**config.mk**
```make
export PLATFORM = sky130hd
export DESIGN_NAME = writeback_trace_port
export DESIGN_NICKNAME = d
export VERILOG_FILES = /design/src/rtl/writeback_trace_port.sv
export SDC_FILE = /design/constraint.sdc
export NUM_CORES = 1
export LEC_CHECK = 0
export CAP_MARGIN = 5
export CORE_MARGIN = 4
export CORE_UTILIZATION = 48
export DETAILED_ROUTE_END_ITERATION = 8
export PLACE_DENSITY_LB_ADDON = 0.08
export SYNTH_ARGS = -nofsm -noshare
export SYNTH_HDL_FRONTEND = slang
export SYNTH_SLANG_ARGS = --single-unit
```
**constraint.sdc**
```tcl
create_clock -name clock -period 4.9 [get_ports clock]
set_input_delay 0.49 -clock clock [delete_from_list [all_inputs] [get_ports clock]]
set_output_delay 0.49 -clock clock [all_outputs]
set_load 0.02 [all_outputs]
```
**src/rtl/writeback_trace_port.sv**
```systemverilog
// Writeback trace port: snoops result writes to masked registers and queues them
// in a first-word-fall-through FIFO that drains to the peripheral on valid/ready.
module writeback_trace_port #(
    parameter int          CORE        = 0,
    parameter int          DATA_WIDTH  = 32,
    parameter logic [31:0] REG_MASK    = 32'h03FC0200,
    parameter int          FIFO_DEPTH  = 8,
    parameter int          DROP_BITS   = 16,
    parameter logic [1:0]  CHANNEL     = 2'b00,
    parameter bit          EN_AT_RESET = 1'b1,
    localparam int         PTR_W       = $clog2(FIFO_DEPTH),
    localparam int         CNT_W       = PTR_W + 1
) (
    input  logic                  clock,
    input  logic                  reset,
    input  logic                  write,
    input  logic [4:0]            write_reg,
    input  logic [DATA_WIDTH-1:0] write_data,
    input  logic [1:0]            from_peripheral,
    input  logic                  from_peripheral_valid,
    output logic [1:0]            to_peripheral,
    output logic [4:0]            to_peripheral_reg,
    output logic [DATA_WIDTH-1:0] to_peripheral_data,
    output logic                  to_peripheral_valid,
    input  logic                  to_peripheral_ready,
    output logic [DROP_BITS-1:0]  drop_count,
    output logic [CNT_W-1:0]      fifo_count,
    input  logic                  report
);

    typedef struct packed {
        logic [4:0]            rd;
        logic [DATA_WIDTH-1:0] data;
    } entry_t;

    typedef enum logic [1:0] {
        CMD_NOP     = 2'b00,
        CMD_ENABLE  = 2'b01,
        CMD_DISABLE = 2'b10,
        CMD_FLUSH   = 2'b11
    } cmd_e;

    entry_t           mem [FIFO_DEPTH];
    entry_t           head;
    logic [PTR_W-1:0] wr_ptr;
    logic [PTR_W-1:0] rd_ptr;
    logic             enable;

    logic hit, full, push, pop, drop, flush;
    cmd_e cmd;

    assign cmd   = cmd_e'(from_peripheral);
    assign flush = from_peripheral_valid && (cmd == CMD_FLUSH);

    // x0 is hardwired zero, so a write to it is never architecturally visible.
    assign hit  = write && (write_reg != 5'd0) && REG_MASK[write_reg] && enable;
    assign full = (fifo_count == CNT_W'(FIFO_DEPTH));
    assign to_peripheral_valid = (fifo_count != '0);
    assign pop  = to_peripheral_valid && to_peripheral_ready;
    assign push = hit && (!full || pop);
    assign drop = hit && full && !pop;

    // Gate the head with valid so idle outputs read zero rather than stale storage.
    assign head               = mem[rd_ptr];
    assign to_peripheral      = to_peripheral_valid ? CHANNEL   : 2'b00;
    assign to_peripheral_reg  = to_peripheral_valid ? head.rd   : 5'd0;
    assign to_peripheral_data = to_peripheral_valid ? head.data : '0;

    always_ff @(posedge clock) begin
        if (reset) begin
            wr_ptr     <= '0;
            rd_ptr     <= '0;
            fifo_count <= '0;
            drop_count <= '0;
        end else if (flush) begin
            wr_ptr     <= '0;
            rd_ptr     <= '0;
            fifo_count <= '0;
            drop_count <= '0;
        end else begin
            if (push)
                wr_ptr <= wr_ptr + PTR_W'(1);
            if (pop)
                rd_ptr <= rd_ptr + PTR_W'(1);
            fifo_count <= fifo_count + CNT_W'(push) - CNT_W'(pop);
            if (drop && (drop_count != '1))
                drop_count <= drop_count + DROP_BITS'(1);
        end
    end

    // Storage needs no reset: fifo_count decides what is live.
    always_ff @(posedge clock) begin
        if (!reset && !flush && push)
            mem[wr_ptr] <= '{rd: write_reg, data: write_data};
    end

    // Enable only changes on explicit commands; flush leaves it alone.
    always_ff @(posedge clock) begin
        if (reset)
            enable <= EN_AT_RESET;
        else if (from_peripheral_valid && (cmd == CMD_ENABLE))
            enable <= 1'b1;
        else if (from_peripheral_valid && (cmd == CMD_DISABLE))
            enable <= 1'b0;
    end

`ifndef SYNTHESIS
    always_ff @(posedge clock) begin
        if (report)
            $display("core %0d trace: drop_count=%0d fifo_count=%0d",
                     CORE, drop_count, fifo_count);
    end

    occupancy_bound: assert property (@(posedge clock) fifo_count <= CNT_W'(FIFO_DEPTH));
`endif

endmodule

```
==> Word level (Yosys, flattened, before mapping) <==
Memories as Yosys holds them, arrays and structs flattened. A register that Yosys moved wholly into a read port is not among the register bits.
Index checks and enable logic that the tools add are counted.
{ "op_classes": {"addsub": 5, "multipliers": 0, "div": 0, "n_lt_le_gt_ge": 1, "eq_ne": 5, "shifts": 0, "mux": 7, "n_bitwise": 0, "reduce_logical": 22} }
{ "ops": {"columns": ["operator", "count"], "rows": [
  ["32-bit 2-to-1 mux", 1],
  ["16-bit by 1-bit adder with 16-bit output (second input constant)", 1],
  ["16-bit != test (second input constant)", 1],
  ["1-bit logical AND", 13],
  ["3-bit by 1-bit adder with 3-bit output (second input constant)", 2],
  ["5-bit by 6-bit < comparator with 1-bit output (second input constant)", 1],
  ["3-bit 2-to-1 mux", 2],
  ["5-bit 2-to-1 mux", 1],
  ["5-bit nonzero test", 1],
  ["4-bit by 1-bit adder with 4-bit output", 1],
  ["2-bit == test (second input constant)", 2],
  ["4-bit == test (second input constant)", 1],
  ["1-bit zero test", 4],
  ["4-bit nonzero test", 1],
  ["2-bit OR reduction", 2],
  ["4-bit by 1-bit subtractor with 4-bit output", 1],
  ["1-bit 2-to-1 mux", 3],
  ["2-bit by 1-bit == test with 1-bit output (second input constant)", 1],
  ["1-bit logical OR", 1]
]} }
{ "totals": {"register_bits": 27, "latch_bits": 0, "mem_bits_rw": 296, "romBits": 32, "inputBits": 45, "out_inout_bits": 60, "elab_cells": 47, "mem_count": 2} }
{ "mem_list": {"columns": ["name", "words", "width", "rd", "rd_clocked_by_memory_dff", "write_ports", "line_no", "text"], "rows": [
  ["mem", 8, 37, 1, 1, 1, "43", "entry_t mem [FIFO_DEPTH];"],
  ["(no name shown)", 32, 1, 1, 0, 0, "56", "assign hit = write && (write_reg != 5'd0) && REG_MASK[write_reg] && enable;"]
]} }

==> Longest topological paths before layout <==
Gate-level depths: netlist of the first run.
{ "logic_depth": {"ltp_word": 8, "mapped_depth": 12, "ltp_nobuf": 12} }

==> Worst setup path before layout of the first run <==
No wires, ideal clock.
{ "synth_timing": {"path_kind": "reg2reg", "start": "register fifo_count[2]", "end": "memory mem[0][0] in the netlist's numbering, enable pin", "setup_time_ns": 0.477, "t_arrival_ns": 4.078, "t_required_ns": 4.423, "slack_ns": 0.345, "path_stages_with_launch": 8, "n_path_buf": 0, "period_less_slack_ns": 4.555, "path_cell_list": "dfxtp_1 > inv_1 > ha_1 > nand2b_1 > and3_1 > nor4_1 > nand2b_1 > nor3_1"} }
{ "synth_via": {"elab_chain_len": 7, "elab_cells_between_ends": 9, "classes_between": "eq/ne (1); mux (2); reduce/logical (6)"} }
{ "synth_rtl": {"columns": ["element", "line_no", "text"], "rows": [
  ["start, declared", "27", "output logic [CNT_W-1:0] fifo_count,"],
  ["start signal, assigned", "85", "fifo_count <= fifo_count + CNT_W'(push) - CNT_W'(pop);"],
  ["4-bit == test / 4-bit nonzero test (equally long branches)", "57, 58", null],
  ["1-bit zero test / 1-bit logical AND (equally long branches)", "60, 59", null],
  ["1-bit logical OR (*)", "60", "assign push = hit && (!full || pop);"],
  ["1-bit logical AND (*)", "60", null],
  ["1-bit logical AND (*)", "93", "if (!reset && !flush && push)"],
  ["1-bit 2-to-1 mux (*)", "93", null],
  ["1-bit 2-to-1 mux (implied by the code) (*)", "94", "mem[wr_ptr] <= '{rd: write_reg, data: write_data};"],
  ["end, declared", "43", null]
]} }
Every way passes the cells marked *; elsewhere a longest branch is shown, timed or not.

==> results.cfg, run 1 <==
[routing]
drtIter0Drc = 526
wl_per_cell_um = 22.5
via_count = 6551
dr.pass1.iters = 5
viasPerCell = 5.70
postRouteAntennaNets = 0
drt_wl_total_um = 25800
drc = 0

[final_layout]
nNetsFinal = 844
area_growth_pct = 20.2
fin_util_pct = 58.8
final_layout_size_suffix_gt1_share_pct = 20.3
num_antenna_cells = 0

[sta]
min_period_over_period_pct = 74.9
setup_violations = 0
rsz0062_at_grt = false
timing.final.ws_setup_ns = 1.23
min_period_ns = 3.67
tightest_slew_ns = 1.15
relSlewSlack_pct = 23.1
setup-tns-final_ns = 0
finalHoldViolCount = 0
fin_skew_ns = 0.0159
drv_slew = 0
fmax_mhz = 273

[critical_path]
crit_fanout = 40
cp.required_ns = 4.41
r2r_slack_ns = 1.76
cp.arrival_ns = 3.18
crit_type = flop to output pin
end_kind = output pin
start_kind = flop

[logic_synthesis]
synth_edf_count = 296
postSynthAreaPerCell_um2 = 19.2
syn_inst = 667
ys.warnings.count = 0
synthArstFlopShare_pct = 0
yosys_register_bits = 326
synth_area_mm2 = 0.0128
yosysSeqAreaShare_pct = 74.0
synth_ff_type = edfxtp_1
ys_types = 45

[placed_design]
place_hpwl_um = 14800
pre_cts_ws_ns = 1.02
port_buffers = 101
finalWeightedCongestion = 0.770

[power_and_ir_drop]
p_total_mw = 7.23
worst_ir_drop_vdd_v = 0.000369
power.leakage_nw = 4.75
cellPowerDensity_mw_per_mm2 = 469

[floorplanning]
dieArea_mm2 = 0.0294
die_w_um = 171
start_util_pct = 49.0
rows = 59
io_pins = 105
core-area_mm2 = 0.0262
die_h_um = 171

[cts]
cts_resized = 0
postCtsHoldBufs = 0
worstSkewPairLatency_ns = 0.52
post_cts_buffers = 0
htree_levels = 2
cts.sinks = 326
clk_path_buf_depth = 3
root_buffer = clkbuf_16
numCtsBuffers = 35
tritoncts = done
clk_pin_slew_ns = 0.05

[hold_path]
min_path_type = flop to flop

[flow_run]
drv_cap = 0

[global_routing]
globalRouteTotalUtil_pct = 18.0
antenna_found_initial = 0
grt_max_degree = 75
grt_remaining_overflow = 0
grt_pass1_vias = 6926
grt_pass1_wl_um = 40300

[outcome]
outcome = complete, no violations
[state kept, by name (all words and copies together), names as in the netlist, named ones only]
register    count
enable          1
wr_ptr          3
fifo_count      4
drop_count     16
mem           296
rd_ptr          3
[metal layers]
layer	up-vias	share of wire [%]	track usage (%)	wire length, um
met1	3421	44	25.0	11400
met3	42	4.0	2.78	1030
li1	2945	-	-	-
met4	0	1.5	4.10	396
met5	-	0	0	0
met2	143	51	30.5	13000
[cell families after synthesis]
kind of cell,count (synthesis),share of synthesized area (%)
mux,115,16.2
other cells,1,0.0292
fa+ha+maj,9,0.936
xor+xnor,6,0.410
simple gates,132,5.18
flops,326,74.0
compound gates,38,1.89
buf+inv,40,1.38
[metrics by stage]
step | hold slack [ns] | instances | cell area, um2
after global placement | 0.456 | 1088 | 14400
after CTS | 0.482 | 1149 | 15400
after global routing | 0.514 | 1149 | 15400
after floorplan | 0.454 | 668 | 12800
after detailed placement | 0.475 | 1088 | 14400
final | 0.481 | 1149 | 15400
[power by group]
group	internal, mW	switching, mW	leakage, nW
Clock	1.42	1.02	0.523
Combinational	0.805	0.795	1.32
Sequential	3.07	0.122	2.91
Total	5.29	1.94	4.75
[synthesized netlist by cell type, types with 6 or more instances]
cell type	instances	area (um2)
a21oi_1	15	75.1
buf_2	13	65.1
clkbuf_1	10	37.5
dfxtp_1	30	601
edfxtp_1	296	8890
ha_1	8	100
inv_1	9	33.8
mux2i_1	40	400
mux4_2	74	1670
nand2_1	16	60.1
nand2b_1	6	37.5
nand3_1	8	40.0
nand4_1	7	43.8
nor2_1	57	214
nor3_1	6	30.0
o21ai_0	6	30.0
[placed cells by master, fill, tap and decap left out, types with 6 or more instances in the layout]
cell type and count:
nand2b_1 6, mux2i_1 40, nand2_1 16, buf_4 10
edfxtp_1 296, mux4_2 74, nor2_4 6, nor2_1 51
clkinv_1 6, ha_1 8, clkdlybuf4s50_1 101, clkinv_2 8
dfxtp_1 27, o21ai_0 6, inv_1 9, clkbuf_16 35
a21oi_1 15, nand3_1 8, nand4_1 7
[critical path, cell delays in order, from the launching register on]
cell and delay [ns]:
dfxtp_4 0.83, buf_12 0.40, mux4_2 0.54, mux2i_1 0.23, nor2_1 0.08, clkdlybuf4s50_1 0.57
[path summary, 6_finish.rpt]
path | start | endpoint | depth (start not counted)
setup / recovery | flop | to_peripheral_reg[3] | 5
hold / removal | rd_ptr[1] | flop | 2
setup reg to reg | fifo_count[2] | mem[4][17] | 8
hold reg to reg | rd_ptr[1] | flop | 2
[cell type report]
type	count	area, um2
flip-flops and latches	326	9500
inverters	9	33.8
well taps	335	419
multi-input cells	302	3220
fillers	1956	10800
clock inverters	22	173
repair buffers	116	1190
clock buffers	39	891
No activity file was read; power rests on OpenSTA's default activity.
==> run 2: changes to the inputs <==
==> constraint.sdc (replaced) <==
create_clock -name clock -period 3 [get_ports clock]
set_input_delay 0.3 -clock clock [delete_from_list [all_inputs] [get_ports clock]]
set_output_delay 0.3 -clock clock [all_outputs]
set_load 0.02 [all_outputs]
==> run 2 against run 1 <==
Net effect:
- sequential cell count is the same
- clock power rose by 66%
- non-clock buffer count rose by 20
- global-route usage increased by 0.18 points
- clock-buffer cell count increased by 1
- final cell count grew 1.7%
- total power up 65%
- worst setup slack got worse by 1.1 ns
- die area is the same
- clock skew down 0.0046 ns
==> results.cfg, run 2 (same netlist as run 1, synthesis figures left out) <==
[critical_path]
cp.arrival_ns = 2.60
start_kind = flop
path_buf_inv = 2
end_kind = output pin
cp_cell_sequence = buf_12, mux4_2, mux2i_1, nor2_1, clkdlybuf4s50_1
rr_worst_depth = 10
cp.required_ns = 2.70
cp.depth = 5
crit_fanout = 27
critical_path.top_delay_family = buffers and inverters
critPathSlowestCell = clkdlybuf4s50_1
slowest_delay_ns = 0.56
crit_type = flop to output pin

[routing]
drt_wl_total_um = 25700
dr.pass1.iters = 4
postRouteAntennaNets = 0
drt-met1-wl_um = 11300
drtIter0Drc = 588
drc = 0
via_count = 6592
routed.top_layer = met4
viasPerCell = 5.64
dr_wl_met2_um = 12700
wl_per_cell_um = 22.0
wl_met3_um = 1220

[final_layout]
top_register = mem
reg_top3 = mem (296), drop_count (16), fifo_count (4)
nFillCells = 1897
nNetsFinal = 864
final_area_mm2 = 0.0158
finalNonFillerCells = 1169
area_growth_pct = 23.0
num_antenna_cells = 0
final_cell_mix = edfxtp_1 (296), clkdlybuf4s50_1 (100), mux4_2 (74), nor2_1 (51), mux2i_1 (40)
largest_reg_flops = 296
final_layout_size_suffix_gt1_share_pct = 22.4
final_common_cell = edfxtp_1

[placed_design]
pre_cts_ws_ns = 0.104
placed_area_mm2 = 0.0147
port_buffers = 101
finalWeightedCongestion = 0.783
dp.cells = 1108
place_hpwl_um = 15300

[sta]
min_period_ns = 2.90
setup_violations = 0
tightest_slew_ns = 0.601
finalHoldViolCount = 0
min_period_over_period_pct = 96.6
setup-tns-final_ns = 0
relSlewSlack_pct = 59.7
timing.final.ws_setup_ns = 0.102
fmax_mhz = 345
rsz0062_at_grt = true
drv_slew = 0
fin_skew_ns = 0.0113

[global_routing]
antenna_found_initial = 0
globalRouteTotalUtil_pct = 18.2
grt_pass1_vias = 7106
grt_pass1_wl_um = 40900
grt_remaining_overflow = 0
grt_max_degree = 37

[floorplanning]
core-area_mm2 = 0.0262
dieArea_mm2 = 0.0294
die_w_um = 171
io_pins = 105
rows = 59
start_util_pct = 49.0
die_h_um = 171

[cts]
cts_resized = 1
clk_path_buf_depth = 3
clk_pin_slew_ns = 0.06
worstSkewPairLatency_ns = 0.50
numCtsBuffers = 35
cts.sinks = 326
post_cts_buffers = 0
root_buffer = clkbuf_16
tritoncts = done
htree_levels = 2
postCtsHoldBufs = 0

[hold_path]
min_path_type = input pin to flop
min_path_cells = 1

[power_and_ir_drop]
worst_ir_drop_vdd_v = 0.000710
cellPowerDensity_mw_per_mm2 = 757
power.leakage_nw = 4.91
p_total_mw = 11.9

[flow_run]
drv_cap = 0

[outcome]
outcome = complete, no violations
==> run 2: cell types whose count changed in the layout (fill, tap and decap cells not counted), sizes merged <==
| cell | before | now |
|---|---|---|
| buf | 15 | 35 |
| bufinv | 2 | 3 |
| clkbuf | 39 | 40 |
| clkdlybuf4s50 | 101 | 100 |
| clkinvlp | 2 | 1 |
| dlymetal6s2s | 0 | 1 |
| inv | 13 | 12 |
==> run 2: power by group <==
group	internal [mW]	switching, mW
Combinational	1.36	1.44
Clock	2.41	1.65
Sequential	5.01	0.0584
==> run 2: worst paths after layout <==
kind / from / endpoint / slack [ns]
min: write_reg[2] / mem[0][34] / 0.46
min reg2reg: rd_ptr[1] / flop / 0.50
max: flop / to_peripheral_data[13] / 0.10
max reg2reg: fifo_count[2] / mem[0][6] / 0.43
==> run 2: through the flow <==
stage	hold slack, ns	util (%)
floorplan	0.399	-
global placement	0.479	56.0
detailed placement	0.483	56.0
CTS	0.425	60.2
global route	0.438	60.2
finish	0.457	60.2
==> run 2: final cells by class <==
type                            count  area (um2)  share of cell area, %
Clock buffer                       40         895                   5.67
Clock inverter                     21         193                   1.22
Inverter                            9        33.8                  0.214
Multi-Input combinational cell    302        3240                   20.5
Sequential cell                   326        9500                   60.2
Tap cell                          335         419                   2.66
Timing Repair Buffer              136        1500                   9.52
==> run 2: worst register-to-register path: stages, from the launching register on <==
cell      delay [ns]
dfxtp_1         0.33
inv_1           0.08
ha_1            0.22
nand2b_1        0.15
and3_1          0.23
nor4_1          0.36
buf_4           0.18
nand2b_1        0.05
buf_4           0.17
nor3_4          0.24
buf_12          0.24
==> run 2: layer usage <==
metal | track usage (%) | vias up
met5 | 0 | -
met4 | 4.58 | 0
met3 | 3.47 | 41
met2 | 30.3 | 148
met1 | 25.0 | 3409
li1 | - | 2994
==> run 3: changes to the inputs <==
--- a/config.mk
+++ b/config.mk
@@ -6,7 +6,7 @@
 export NUM_CORES = 1
 export LEC_CHECK = 0
 export CAP_MARGIN = 5
-export CORE_MARGIN = 4
+export CORE_MARGIN = 2
 export CORE_UTILIZATION = 48
 export DETAILED_ROUTE_END_ITERATION = 8
 export PLACE_DENSITY_LB_ADDON = 0.08
==> run 3 against run 2 <==
Net effect:
- the flow now finishes with violations (DRC)
- register-to-register slack improved by 0.03 ns
- first-iteration DRC count decreased by 28%
- total power about the same
- non-clock buffer count grew 2
- worst hold slack got worse by 0.014 ns
- core utilization up 0.31 points
- clock power fell by 1%
- largest power group unchanged
==> results.cfg, run 3 (same netlist as run 1, synthesis figures left out) <==
[routing]
drtIter0Drc = 422
drc = 6
viasPerCell = 5.66
dr.pass1.iters = 7
drt_wl_total_um = 25700
postRouteAntennaNets = 0
wl_per_cell_um = 22.0
via_count = 6638

[sta]
rsz0062_at_grt = false
whs_ns = 0.443
fin_skew_ns = 0.0187
relSlewSlack_pct = 54.4
setup_violations = 0
setup-tns-final_ns = 0
finalHoldViolCount = 0
tightest_slew_ns = 0.681
min_period_over_period_pct = 94.7
min_period_ns = 2.84
timing.final.ws_setup_ns = 0.158
drv_slew = 0
fmax_mhz = 352

[final_layout]
nFillCells = 1944
final_area_mm2 = 0.0158
finalNonFillerCells = 1172
reg_top3 = mem (296), drop_count (16), fifo_count (4)
final_common_cell = edfxtp_1
top_register = mem
final_cell_mix = edfxtp_1 (296), clkdlybuf4s50_1 (101), mux4_2 (74), nor2_1 (51), mux2i_1 (40)
num_antenna_cells = 0
area_growth_pct = 23.3
nNetsFinal = 866
fin_util_pct = 60.5
largest_reg_flops = 296
final_layout_size_suffix_gt1_share_pct = 22.0

[floorplanning]
die_w_um = 167
core-area_mm2 = 0.0261
io_pins = 105
die_h_um = 167
start_util_pct = 49.1
rows = 59
dieArea_mm2 = 0.0280

[flow_run]
drv_cap = 0

[outcome]
violations = DRC
outcome = complete, but fails checks

[power_and_ir_drop]
worst_ir_drop_vdd_v = 0.000695
p_total_mw = 11.9
power.leakage_nw = 4.91
cellPowerDensity_mw_per_mm2 = 755

[critical_path]
start_kind = flop
crit_fanout = 23
end_kind = output pin
cp_cell_sequence = buf_12, mux4_2, mux2i_1, nor2_1, clkdlybuf4s50_1
r2r_slack_ns = 0.46
cp.arrival_ns = 2.54
critPathSlowestCell = clkdlybuf4s50_1
cp.required_ns = 2.70
slowest_delay_ns = 0.56
crit_type = flop to output pin

[cts]
tritoncts = done
clk_pin_slew_ns = 0.06
worstSkewPairLatency_ns = 0.51
htree_levels = 2
numCtsBuffers = 35
clk_path_buf_depth = 3
root_buffer = clkbuf_16
cts.sinks = 326

[global_routing]
globalRouteTotalUtil_pct = 18.9
grt_remaining_overflow = 0
grt_pass1_vias = 7030
grt_max_degree = 29
antenna_found_initial = 1
grt_pass1_wl_um = 40200

[placed_design]
dp.cells = 1109
finalWeightedCongestion = 0.794
port_buffers = 101
placed_area_mm2 = 0.0147
place_hpwl_um = 15500
pre_cts_ws_ns = 0.167

[hold_path]
min_path_type = input pin to flop
[run 3: worst max-delay path: cells and delay by family, from the launching register on]
| family | cells | cell delay, ns |
|---|---|---|
| muxes | 2 | 0.74 |
| DFF | 1 | 0.42 |
| buffers and inverters | 2 | 0.79 |
| and+or+nand+nor | 1 | 0.07 |
[run 3: final timing paths]
check / from / end / depth (start not counted)
worst max-delay path: flop / to_peripheral_data[19] / 5
worst min-delay path: write_reg[2] / mem[0][34] / 1
worst max register to register: fifo_count[2] / fifo_count[1] / 10
worst min register to register: rd_ptr[1] / flop / 2
[run 3: routing by layer]
| layer | vias up | GRT usage (%) | wire length (um) | share of wire [%] |
|---|---|---|---|---|
| li1 | 2996 | - | - | - |
| met1 | 3455 | 25.8 | 11400 | 44 |
| met2 | 148 | 31.6 | 12800 | 50 |
| met3 | 37 | 3.83 | 1140 | 4.4 |
| met4 | 2 | 4.57 | 444 | 1.7 |
| met5 | - | 0 | 12 | 0.047 |
[run 3: area by class of cell]
cell class                 count  area [um2]  share of cell area, %
inverter                       9        33.8                  0.214
multi-input combinational    302        3240                   20.5
clock inverter                24         188                   1.19
clock buffer                  38         887                   5.61
timing repair buffer         138        1550                   9.80
sequential                   326        9500                   60.1
tap                          335         419                   2.65
[run 3: repair_timing]
item / in CTS / in global routing
resized for setup: 1 / 1
endpoints found under the setup margin: 11 / 14
hold buffers: 0 / 0
buffers inserted: 0 / 1
[run 3: where the power goes]
part           internal, mW  switching (mW)
logic                  1.39            1.46
clock network          2.39            1.63
registers              5.01          0.0656
